### config.mk
export PLATFORM = sky130hd
export DESIGN_NAME = alu_seq
export DESIGN_NICKNAME = d
export VERILOG_FILES = /design/src/rtl/alu_seq.sv
export SDC_FILE = /design/constraint.sdc
export NUM_CORES = 1
export LEC_CHECK = 0
export CAP_MARGIN = 10
export CORE_UTILIZATION = 35
export CTS_BUF_LIST = sky130_fd_sc_hd__clkbuf_8
export CTS_CLUSTER_DIAMETER = 100
export DETAILED_ROUTE_END_ITERATION = 6
export GPL_TIMING_DRIVEN = 0
export PLACE_DENSITY = 0.54
export SETUP_SLACK_MARGIN = 0.5
export SLEW_MARGIN = 0
export SYNTH_ARGS = -nofsm -noshare
export SYNTH_HDL_FRONTEND = slang
export SYNTH_SLANG_ARGS = --single-unit
### constraint.sdc
create_clock -name clk -period 8.3 [get_ports clk]
set_input_delay 0.83 -clock clk [delete_from_list [all_inputs] [get_ports clk]]
set_output_delay 0.83 -clock clk [all_outputs]
set_load 0.005 [all_outputs]
### src/rtl/alu_seq.sv
// alu_seq -- registered ALU with an iterative shift-and-add multiplier.
//
// Single-cycle ops (ADD/SUB/AND/NOT/OR/XOR/SHL) complete on the edge that
// accepts start. MUL takes WIDTH edges, one multiplier bit per edge.
// Result and flags are registered and change only together with a done pulse.
//
// Ports:
//   clk    in   rising-edge clock
//   reset  in   synchronous active-high reset, priority over everything
//   start  in   request, sampled while busy=0
//   ALUop  in   [2:0] operation select, sampled with start
//   Ain    in   [WIDTH-1:0] operand A, sampled with start
//   Bin    in   [WIDTH-1:0] operand B, sampled with start
//   out    out  [WIDTH-1:0] registered result
//   Z      out  zero flag (out == 0)
//   N      out  negative flag (out[WIDTH-1])
//   V      out  signed overflow (ADD/SUB only, 0 otherwise)
//   busy   out  high while a multiply is in progress
//   done   out  one-cycle pulse when out/Z/N/V were just updated
module alu_seq #(
  parameter int WIDTH = 16,
  parameter int SHW   = $clog2(WIDTH)
) (
  input  logic             clk,
  input  logic             reset,
  input  logic             start,
  input  logic [2:0]       ALUop,
  input  logic [WIDTH-1:0] Ain,
  input  logic [WIDTH-1:0] Bin,
  output logic [WIDTH-1:0] out,
  output logic             Z,
  output logic             N,
  output logic             V,
  output logic             busy,
  output logic             done
);

  localparam logic [2:0] OP_ADD = 3'b000;
  localparam logic [2:0] OP_SUB = 3'b001;
  localparam logic [2:0] OP_AND = 3'b010;
  localparam logic [2:0] OP_NOT = 3'b011;
  localparam logic [2:0] OP_OR  = 3'b100;
  localparam logic [2:0] OP_XOR = 3'b101;
  localparam logic [2:0] OP_SHL = 3'b110;
  localparam logic [2:0] OP_MUL = 3'b111;

  typedef enum logic {
    IDLE = 1'b0,
    MUL  = 1'b1
  } state_t;

  state_t state_reg, state_next;

  logic [WIDTH-1:0] mcand_reg;
  logic [WIDTH-1:0] mplier_reg;
  logic [WIDTH-1:0] acc_reg;
  logic [SHW-1:0]   cnt_reg;
  logic [WIDTH-1:0] out_reg;
  logic             z_reg;
  logic             n_reg;
  logic             v_reg;
  logic             done_reg;

  logic [WIDTH-1:0] sum;
  logic [WIDTH-1:0] diff;
  logic [WIDTH-1:0] alu_res;
  logic             alu_v;
  logic [WIDTH-1:0] acc_step;
  logic             last_iter;
  logic             mul_accept;
  logic             load_out;
  logic [WIDTH-1:0] res_next;
  logic             v_next;

  assign sum  = Ain + Bin;
  assign diff = Ain - Bin;

  // Accumulator value after this edge's partial product is added.
  assign acc_step  = acc_reg + (mplier_reg[0] ? mcand_reg : '0);
  // Counter holds the number of iterations already done; the WIDTH-th edge
  // is the one where it reads WIDTH-1.
  assign last_iter = (cnt_reg == SHW'(WIDTH - 1));
  assign mul_accept = (state_reg == IDLE) && start && (ALUop == OP_MUL);

  // Single-cycle result path. MUL and any unknown opcode fall to the default
  // branch so a garbage opcode can only ever produce zero.
  always_comb begin
    alu_res = '0;
    alu_v   = 1'b0;
    case (ALUop)
      OP_ADD: begin
        alu_res = sum;
        alu_v   = (Ain[WIDTH-1] == Bin[WIDTH-1]) && (sum[WIDTH-1] != Ain[WIDTH-1]);
      end
      OP_SUB: begin
        alu_res = diff;
        alu_v   = (Ain[WIDTH-1] != Bin[WIDTH-1]) && (diff[WIDTH-1] != Ain[WIDTH-1]);
      end
      OP_AND:  alu_res = Ain & Bin;
      OP_NOT:  alu_res = ~Bin;
      OP_OR:   alu_res = Ain | Bin;
      OP_XOR:  alu_res = Ain ^ Bin;
      OP_SHL:  alu_res = Ain << Bin[SHW-1:0];
      default: alu_res = '0;
    endcase
  end

  // State register
  always_ff @(posedge clk) begin
    if (reset) begin
      state_reg <= IDLE;
    end else begin
      state_reg <= state_next;
    end
  end

  // Next-state logic
  always_comb begin
    state_next = state_reg;
    case (state_reg)
      IDLE:    if (mul_accept) state_next = MUL;
      MUL:     if (last_iter) state_next = IDLE;
      default: state_next = IDLE;
    endcase
  end

  // Output-side decode: decides when the result registers load and with what.
  always_comb begin
    load_out = 1'b0;
    res_next = out_reg;
    v_next   = 1'b0;
    case (state_reg)
      IDLE: begin
        if (start && (ALUop != OP_MUL)) begin
          load_out = 1'b1;
          res_next = alu_res;
          v_next   = alu_v;
        end
      end
      MUL: begin
        if (last_iter) begin
          load_out = 1'b1;
          res_next = acc_step;
          v_next   = 1'b0;
        end
      end
      default: begin
        load_out = 1'b0;
      end
    endcase
  end

  // Datapath and result registers
  always_ff @(posedge clk) begin
    if (reset) begin
      mcand_reg  <= '0;
      mplier_reg <= '0;
      acc_reg    <= '0;
      cnt_reg    <= '0;
      out_reg    <= '0;
      z_reg      <= 1'b0;
      n_reg      <= 1'b0;
      v_reg      <= 1'b0;
      done_reg   <= 1'b0;
    end else begin
      done_reg <= load_out;
      if (load_out) begin
        out_reg <= res_next;
        z_reg   <= (res_next == '0);
        n_reg   <= res_next[WIDTH-1];
        v_reg   <= v_next;
      end
      if (mul_accept) begin
        mcand_reg  <= Ain;
        mplier_reg <= Bin;
        acc_reg    <= '0;
        cnt_reg    <= '0;
      end else if (state_reg == MUL) begin
        acc_reg    <= acc_step;
        mcand_reg  <= mcand_reg << 1;
        mplier_reg <= mplier_reg >> 1;
        cnt_reg    <= cnt_reg + SHW'(1);
      end
    end
  end

  assign out  = out_reg;
  assign Z    = z_reg;
  assign N    = n_reg;
  assign V    = v_reg;
  assign busy = (state_reg == MUL);
  assign done = done_reg;

endmodule
* Yosys cells after proc, flatten, opt, wreduce, memory -nomap -nowiden
Index checks and enable logic that the tools add are counted.
Cells by class: shifts and indexed selects 1, bitwise logic cells 5, eq/ne operators 13, reduce and logical (&&, ||, !) cells 9, add/subtract/negate cells 4, mux-type cells 18
Operator list (number):
- $mux 16 | 7
- $pmux 16 s7 | 1
- $add 16x16->16 | 2
- $pmux 16 s2 | 1
- $and 16x16->16 | 1
- $logic_not 16->1 | 1
- $not 16->16 | 1
- $or 16x16->16 | 1
- $shl 16x4->16 | 1
- $sub 16x16->16 | 1
- $xor 16x16->16 | 1
- $eq 3x3->1 const B | 4
- $pmux 1 s2 | 4
- $eq 3x2->1 const B | 2
- $logic_and 1x1->1 | 5
- $mux 1 | 5
- $add 4x1->4 const B | 1
- $eq 4x4->1 const B | 1
- $eq 3x1->1 const B | 1
- $logic_not 3->1 | 1
- $ne 1x1->1 | 3
- $ne 3x3->1 const B | 1
- $reduce_bool 2->1 | 1
- $reduce_or 2->1 | 1
- other kinds (2) | 2
Word-level totals: output and inout bits 21, word-level logic and storage cells 60, bits of input ports 38, flip-flop bits (word level) 73

* Depth between registers and ports, before layout
Gate-level depths: netlist (run 1).
depth in word-level cells 6, depth in mapped cells 15, depth with buffers taken out 14

* Worst setup path after synthesis (run 1)
OpenSTA, ideal clock, no wires.
path type input port to flip-flop, start point input port Bin[1], end point register z_reg (netlist: Z), path buffers 2, stages 14, arrival time 3.515 ns, path slack 4.716 ns, data required time 8.231 ns, setup time 0.069 ns, cells stage by stage buf_6 -> buf_6 -> inv_1 -> ha_1 -> a211o_1 -> a21oi_1 -> a211oi_2 -> a21oi_1 -> a2bb2oi_1 -> or3_1 -> or3b_1 -> nor4_1 -> nand4_1 -> o21ai_1
On the way: word-level cells in the longest chain between the ends 5, elaborated cells between the ends (all ways) 11, classes of those cells 2 x add/sub; 1 x shift; 3 x mux; 4 x bitwise; 1 x reduce/logical
RTL lines:
- start: declaration | RTL line 29 | input logic [WIDTH-1:0] Bin,
- $sub 16x16->16 (tied with other cells) | RTL line 76 | assign diff = Ain - Bin;
- $pmux 16 s7 * | RTL line 90 | case (ALUop)
- $mux 16 * | RTL line 134 | if (start && (ALUop != OP_MUL)) begin
- $pmux 16 s2 * | RTL line 132 | case (state_reg)
- $logic_not 16->1 * | RTL line 169 | z_reg <= (res_next == '0);
- end signal: assignment | RTL line 169
- end: declaration | RTL line 59 | logic z_reg;
Every way passes the cells marked *; elsewhere a longest branch is shown, timed or not. A chain may end at the register's enable or synchronous reset.

* Worst setup path after layout (run 1)
start point input port Bin[2], end point register z_reg (netlist: Z)
The elaborated chain is that of the path after synthesis.

==> results.md, run 1 <==
- Mapped Area: 0.00717 mm^2
- Core footprint: 0.0198 mm^2
- Slew Viols, Final: 0
- TritonCTS Buffers: 9
- Pwr Total: 1.04 mW
- Die area: 0.0211 mm^2
- Critical path's slowest cell: a221oi_1
- I/O pins: 59
- HPWL after DPL: 23,000 um
- Clk_lat worst skew: 360 ps
- Status: finished, final reports clean
- Hold WC Path Type: reg -> reg
- Slew Limit Headroom: 40.2%
- Max Root-Sink Buffers: 2
- Hold buffers post-CTS: 0
- Final clock period utilization by the worst path: 59.1%
- Reg area: 0.00144 mm^2
- Area grow syn2layout: 15.8%
- CP cell instances: clkdlybuf4s50_1 > inv_1 > clkbuf_1 > ha_1 > buf_4 > nor2b_1 > o311a_1 > o41ai_2 > a21oi_1 > or2_2 > a221oi_1 > a221o_1 > nor4_1 > nand4_1 > o21ai_1
- Yosys warning count: 0
- Post-CTS Setup Inserts: 0
- Die H: 145 um
- DRC: 0
- Final Net Count: 1,175
- Synth area leaders: dfxtp_1 (20%), ha_1 (12%), nor2_1 (9.1%)
- RSZ-0062 raised after global routing: no
- Global placement routability congestion: 0.991
- Yosys top cell by area: dfxtp_1
- WL per Instance: 21.4 um
- Multi-input logic area: 0.00523 mm^2
- Post-DP Area: 0.00808 mm^2
- CP Launch Point: Bin[2]
- CTS HTree Levels: 3
- # diodes: 0
- Via/cell ratio: 5.82
- Max stage delay on crit path: 760 ps
- Largest net degree at the start of global routing: 13
- CTS Root Cell: clkbuf_8
- Die Wd: 145 um
- Max VDD drop: 0.0739 mV
- First-pass GRT wire length: 43,300 um
- Slew @ Worst Pin: 896 ps
- Fill cells: 2,119
- LEAKAGE: 3.43 nW
- Reg2Reg Launch Point: mplier_reg[0]
- Initial antenna violation count: 0
- Placed cells: 1,321
- Total gr overflow: 0
- Seq cells post-synth: 72
- CTS clock-pin slew for the worst setup and hold paths: 80 ps
- Worst Skew: 15.2 ps
- Mapped Nets: 1,106
- Hold_ws: 478 ps
- Vias in the first global route: 7,213
- All-Layer GR Usage: 26.9%
- Pwr per Cell Area: 125 mW/mm^2
- Layout cells sized above 1: 5.23%
- Arrival @ worst endpoint: 5160 ps
- Hold path startpoint: Z
- Setup TNS: 0 ps
- Seq/Total Area, Yosys: 20.1%
- Synth Area per Inst: 7.18 um^2
- Fin cells: 1,336
- Final min period: 4900 ps
- CTS tree: yes
- Clk sinks: 72
- Vias after detailed routing: 7,770
- Initial DRC Count: 805
- Gate Count Post-Synth: 998
- Site Rows: 51
- Final hold vios: 0
- Port buffer count: 58
- Max-cap violations: 0
- Post-CTS sizing: 0
- DR pass1 iterations: 6
- Post-route design area: 0.00830 mm^2
- Kind of critical path: in -> reg
- Critical path capture point type: flip-flop
- Initial core utilization: 36.2%
- Count of different cell masters after synthesis: 76
- Largest fanout on the critical path: 11
- Max Clk Rate: 204 MHz
- Top FF cell, synth: dfxtp_1
- Number of synthesized flops with an enable pin: 0
- Req. time, crit path: 8550 ps
- DRT Wirelength: 28,600 um
- Crit start category: primary input
- Detail Route Antenna Nets: 0
- Final setup violating endpoints: 0
- Post-synth ARST share: 0%
- Top-area cell type share of the netlist area: 20.1%
metal layers:
layer  up-vias  share of wire [%]  track usage (%)
met3        59                8.1             5.19
met5         -                  0                0
met4         0                3.6             10.9
li1       3704                  -                -
met2       369                 42             39.8
met1      3638                 46             37.9
power by group:
part / switching (mW) / internal, mW / leakage [nW] / total [mW]
registers: 0.00928 / 0.356 / 0.584 / 0.365
logic: 0.224 / 0.132 / 2.73 / 0.356
clock network: 0.142 / 0.176 / 0.108 / 0.318
stage by stage:
stage / worst slack [ps] / util [%]
after floorplan: 4720 / -
after global placement: 3170 / 40.8
after detailed placement: 3190 / 40.8
after CTS: 3580 / 42.0
after global routing: 3290 / 42.0
final: 3400 / 42.0
cells in the mapped netlist, types with 19 or more instances:
cell / count
dfxtp_1: 72
a211oi_1: 19
o21ai_0: 48
ha_1: 67
nor2_1: 173
a21oi_1: 117
xnor2_1: 22
inv_1: 54
clkbuf_1: 37
mux2i_1: 30
nor3_1: 27
and2_1: 19
nand2_1: 65
critical path: cells and delay by family:
| kind | cells | cell delay (ps) |
|---|---|---|
| buffers and inverters | 4 | 1400 |
| AO/OA/AOI/OAI | 6 | 1940 |
| AND/OR/NAND/NOR | 4 | 600 |
| adder cells (fa/ha/maj) | 1 | 390 |
layout by cell type (no fill, tap or decap), drive strengths merged, types with 4 or more instances in the layout:
cell type	synthesis	final
a211o	6	6
a211oi	20	20
a21o	11	11
a21oi	117	117
a2bb2oi	4	4
a31oi	9	9
and2	20	20
buf	27	27
clkbuf	37	47
clkdlybuf4s50	0	58
dfxtp	72	72
ha	67	67
inv	54	54
mux2	4	4
mux2i	30	30
nand2	65	65
nand2b	10	10
nand3	13	13
nand4	6	6
nor2	174	174
nor2b	9	9
nor3	28	28
o211a	6	6
o211ai	15	15
o21a	7	7
o21ai	50	50
o221ai	9	9
o22ai	13	13
o311ai	5	5
o31ai	9	9
or3	8	8
xnor2	23	23
xor2	11	11
final timing paths:
| kind | endpoint | slack, ps | cells past startpoint |
|---|---|---|---|
| min | Z | 480 | 2 |
| min reg2reg | Z | 480 | 2 |
| max | Z | 3400 | 15 |
| max reg2reg | Z | 4620 | 13 |
cell type report:
cell class	instances	share of cell area, %
clock buffer	10	1.66
clock inverter	5	0.980
tap	265	4.00
multi-input combinational	808	63.0
buffer	64	3.54
inverter	54	2.44
timing repair buffer	58	7.00
sequential	72	17.4
cells by family after synthesis:
kind of cell / Yosys count / synth area share, %
AND/OR/NAND/NOR: 347 / 21.6
AO/OA/AOI/OAI: 322 / 29.5
buffers and inverters: 118 / 6.93
flip-flops: 72 / 20.1
adder cells (fa/ha/maj): 70 / 12.5
multiplexers: 35 / 5.13
XOR/XNOR: 34 / 4.26
Note: power is estimated with default switching activity, not from simulation.
==> run 2, diff against run 1 <==
--- a/config.mk
+++ b/config.mk
@@ -11,7 +11,7 @@
 export CTS_CLUSTER_DIAMETER = 100
 export DETAILED_ROUTE_END_ITERATION = 6
 export GPL_TIMING_DRIVEN = 0
-export PLACE_DENSITY = 0.54
+export PLACE_DENSITY = 0.56
 export SETUP_SLACK_MARGIN = 0.5
 export SLEW_MARGIN = 0
 export SYNTH_ARGS = -nofsm -noshare
==> constraint.sdc (replaced) <==
create_clock -name clk -period 4.5 [get_ports clk]
set_input_delay 0.45 -clock clk [delete_from_list [all_inputs] [get_ports clk]]
set_output_delay 0.45 -clock clk [all_outputs]
set_load 0.005 [all_outputs]
==> results.md, run 2 (synthesis results as in run 1) <==
- CTS tree: yes
- Hold_ws: 466 ps
- Slew @ Worst Pin: 762 ps
- Final min period: 3920 ps
- Die area: 0.0211 mm^2
- Fill cells: 2,090
- GR Util met2: 38.8%
- Final hold vios: 0
- Initial DRC Count: 839
- CTS HTree Levels: 3
- Die H: 145 um
- Max Clk Rate: 255 MHz
- First-pass GRT wire length: 43,100 um
- Detail Route Antenna Nets: 0
- Clk sinks: 72
- Fin cells: 1,346
- Die Wd: 145 um
- # diodes: 0
- Arrival @ worst endpoint: 4220 ps
- Met3 usage: 5.25%
- Port buffer count: 58
- Most frequent cells in the layout: nor2_1 (172), a21oi_1 (115), dfxtp_1 (72)
- DRT Wirelength: 28,500 um
- Reg2Reg Depth: 13
- Total gr overflow: 0
- I/O pins: 59
- Critical path capture point type: flip-flop
- All-Layer GR Usage: 26.6%
- Max Root-Sink Buffers: 2
- TritonCTS Buffers: 9
- Slew Viols, Final: 0
- Core footprint: 0.0198 mm^2
- LEAKAGE: 3.52 nW
- Crit start category: primary input
- Final Net Count: 1,184
- Final setup violating endpoints: 0
- Via/cell ratio: 5.86
- WL per Instance: 21.2 um
- DRC: 0
- Hold depth: 2
- Worst Skew: 12.7 ps
- Max-cap violations: 0
- Largest fanout on the critical path: 5
- Placed cells: 1,321
- Clk_lat worst skew: 370 ps
- Pwr Total: 2.01 mW
- Max VDD drop: 0.112 mV
- Vias in the first global route: 7,059
- HPWL after DPL: 22,700 um
- CTS Root Cell: clkbuf_8
- Kind of critical path: in -> reg
- RSZ-0062 raised after global routing: no
- Largest net degree at the start of global routing: 13
- Slew Limit Headroom: 49.2%
- Layout cells sized above 1: 7.68%
- Req. time, crit path: 4800 ps
- CTS clock-pin slew for the worst setup and hold paths: 70 ps
- Status: finished, final reports clean
- Initial antenna violation count: 1
- GR Util met1: 38.4%
- Initial core utilization: 36.2%
- DR pass1 iterations: 5
- Global placement routability congestion: 0.989
- Hold WC Path Type: reg -> reg
- Vias after detailed routing: 7,887
- Site Rows: 51
- GR peak layer: met2
- Pwr per Cell Area: 235 mW/mm^2
- Final clock period utilization by the worst path: 87.0%
- Leading cell type in the layout, fill and taps excluded: nor2_1
- Area grow syn2layout: 19.0%
==> run 2: changes by cell type in the layout (fill, tap and decap cells not counted), moves of 2 or more <==
cell and delta:
a2111oi_0 -2, a211oi_1 -4, a211oi_2 +2, a211oi_4 +2, a21oi_1 -2, buf_4 +9, clkbuf_1 -2, clkbuf_2 +2
fa_1 -2, fa_2 +2
==> run 2: final timing paths <==
path	start	endpoint	slack, ps
max	Ain[0]	Z	580
min	Z	Z	470
max reg2reg	mplier_reg[0]	Z	800
min reg2reg	Z	Z	470
==> run 2: routing by layer <==
layer	wire, um	part of all wire [%]
met1	13200	46
met2	12000	42
met3	2520	8.8
met4	810	2.8
met5	16	0.056
==> run 2: what timing repair did <==
action / CTS / global route
hold buffers: 0 / 0
setup buffers: 2 / 7
pin swaps: 1 / 5
endpoints found under the setup margin: 4 / 4
cloned: 0 / 0
gates resized for setup: 7 / 22
==> run 2: cell type report <==
type                       instances  area, um^2  share of cell area (%)
clock inverter                     6         108                    1.26
tap                              265         332                    3.89
clock buffer                      10         138                    1.61
timing repair buffer              67         647                    7.58
inverter                          54         206                    2.42
sequential                        72        1440                    16.9
buffer                            64         300                    3.52
multi-input combinational        808        5360                    62.8
==> run 2: through the flow <==
step	setup slack, ps	setup TNS (ps)	util (%)	area [um^2]
finish	583	0	43.1	8530
detailed placement	-276	-363	40.8	8080
global placement	-306	-423	40.8	8080
global route	490	0	43.1	8530
CTS	519	0	42.3	8370
floorplan	1300	0	-	7170
==> run 2: critical path, cell delays in order <==
cell	delay, ps
clkdlybuf4s50_1	530
inv_1	250
ha_1	210
inv_1	60
fa_2	380
nor2b_1	180
o311a_1	360
o41ai_4	360
a21oi_2	110
a41oi_2	260
a221oi_4	140
a221o_1	350
nor4_2	290
nand4_1	140
o21ai_1	140
==> run 2: where the power goes <==
group | total [mW] | switching, mW | internal [mW]
clock | 0.639 | 0.258 | 0.381
combinational | 0.695 | 0.435 | 0.260
sequential | 0.672 | 0.0152 | 0.656
==> run 3, diff against run 2 <==
--- a/config.mk
+++ b/config.mk
@@ -5,14 +5,13 @@
 export SDC_FILE = /design/constraint.sdc
 export NUM_CORES = 1
 export LEC_CHECK = 0
-export CAP_MARGIN = 10
+export CAP_MARGIN = 15
 export CORE_UTILIZATION = 35
 export CTS_BUF_LIST = sky130_fd_sc_hd__clkbuf_8
 export CTS_CLUSTER_DIAMETER = 100
 export DETAILED_ROUTE_END_ITERATION = 6
 export GPL_TIMING_DRIVEN = 0
 export PLACE_DENSITY = 0.56
-export SETUP_SLACK_MARGIN = 0.5
 export SLEW_MARGIN = 0
 export SYNTH_ARGS = -nofsm -noshare
 export SYNTH_HDL_FRONTEND = slang
==> results.md, run 3 (synthesis results as in run 1) <==
- Met1 WL: 13,300 um
- Reg2Reg Launch Point: mplier_reg[0]
- Detail Route Antenna Nets: 0
- Final hold vios: 0
- Arrival @ worst endpoint: 4580 ps
- DR WL met3: 2390 um
- Via/cell ratio: 5.82
- WL per Instance: 21.1 um
- Port buffer count: 58
- Req. time, crit path: 4800 ps
- Crit start category: primary input
- Global placement routability congestion: 0.989
- Reg2Reg Depth: 15
- DR WL met2: 11,900 um
- Vias in the first global route: 7,020
- Max Clk Rate: 234 MHz
- Hold depth: 2
- Final min period: 4280 ps
- Site Rows: 51
- Initial DRC Count: 880
- Initial core utilization: 36.2%
- CTS HTree Levels: 3
- Slew Limit Headroom: 48.2%
- RSZ-0062 raised after global routing: no
- Critical path capture point type: flip-flop
- Initial antenna violation count: 1
- First-pass GRT wire length: 42,900 um
- Hold WC Path Type: reg -> reg
- Total gr overflow: 0
- Leading cell type in the layout, fill and taps excluded: nor2_1
- Max Root-Sink Buffers: 2
- Die Wd: 145 um
- Clk_lat worst skew: 370 ps
- Die area: 0.0211 mm^2
- Setup TNS: 0 ps
- DRC: 0
- DR pass1 iterations: 6
- Clk sinks: 72
- Most frequent cells in the layout: nor2_1 (173), a21oi_1 (117), dfxtp_1 (72)
- Hold path startpoint: Z
- Worst Skew: 11.2 ps
- Max-cap violations: 0
- Kind of critical path: in -> reg
- LEAKAGE: 3.45 nW
- Final clock period utilization by the worst path: 95.1%
- Post-DP Area: 0.00808 mm^2
- # diodes: 0
- Slew Viols, Final: 0
- Pwr per Cell Area: 236 mW/mm^2
- CP Launch Point: Bin[1]
- Vias after detailed routing: 7,780
- Layout cells sized above 1: 5.32%
- Post-CTS Setup Inserts: 0
- Slew @ Worst Pin: 773 ps
- Post-CTS sizing: 0
- Hold_ws: 467 ps
- Largest net degree at the start of global routing: 13
- CTS clock-pin slew for the worst setup and hold paths: 70 ps
- CTS tree: yes
- Die H: 145 um
- TritonCTS Buffers: 9
- I/O pins: 59
- Max VDD drop: 0.111 mV
- Final Net Count: 1,174
- Core footprint: 0.0198 mm^2
- DRT Wirelength: 28,300 um
- Status: finished, final reports clean
- Largest fanout on the critical path: 10
- Top sig layer: met5
- CTS Root Cell: clkbuf_8
- All-Layer GR Usage: 26.5%
- Hold buffers post-CTS: 0
- Final setup violating endpoints: 0
- Post-route design area: 0.00833 mm^2
- Fill cells: 2,107
- Area grow syn2layout: 16.2%
- HPWL after DPL: 22,700 um
run 3: critical path, cell delays in order:
cell	delay [ps]
clkdlybuf4s50_1	500
buf_6	170
buf_6	170
inv_1	230
fa_1	500
nand2b_1	230
a211o_1	340
a211oi_1	450
o21ai_0	200
xnor2_1	180
nand2_1	130
a21oi_1	80
a211oi_1	610
nand3_1	160
o21ai_1	160
run 3: power breakdown:
group,total [mW],leakage [nW],switching (mW),internal (mW)
Sequential,0.672,0.584,0.0154,0.656
Clock,0.636,0.128,0.255,0.381
Combinational,0.661,2.73,0.417,0.244
Total,1.97,3.45,0.688,1.28
run 3: per-layer routing:
layer | GRT usage (%) | vias up
li1 | - | 3698
met1 | 38.3 | 3692
met2 | 38.8 | 340
met3 | 5.28 | 48
met4 | 8.42 | 2
met5 | 0 | -
run 3: worst paths after layout:
path,end,slack (ps)
worst max-delay path,Z,220
worst max register to register,Z,650
worst min-delay path,Z,470
worst min register to register,Z,470
run 3: cell type report:
class	count	area [um^2]	area share (%)
plain buffers	63	290	3.49
clock buffers	10	138	1.65
clock inverters	6	108	1.29
inverters	54	203	2.43
multi-input cells	808	5240	62.9
flip-flops and latches	72	1440	17.3
well taps	265	332	3.98
repair buffers	58	581	6.97
run 3: metrics by stage:
step | util [%] | worst slack [ps] | cells | total power, mW
CTS | 42.1 | 134 | 1337 | 1.96
floorplan | - | 1300 | 998 | 1.08
global placement | 40.8 | -306 | 1321 | 1.32
finish | 42.1 | 219 | 1336 | 1.97
detailed placement | 40.8 | -276 | 1321 | 1.32
global route | 42.1 | 27.0 | 1336 | 2.06
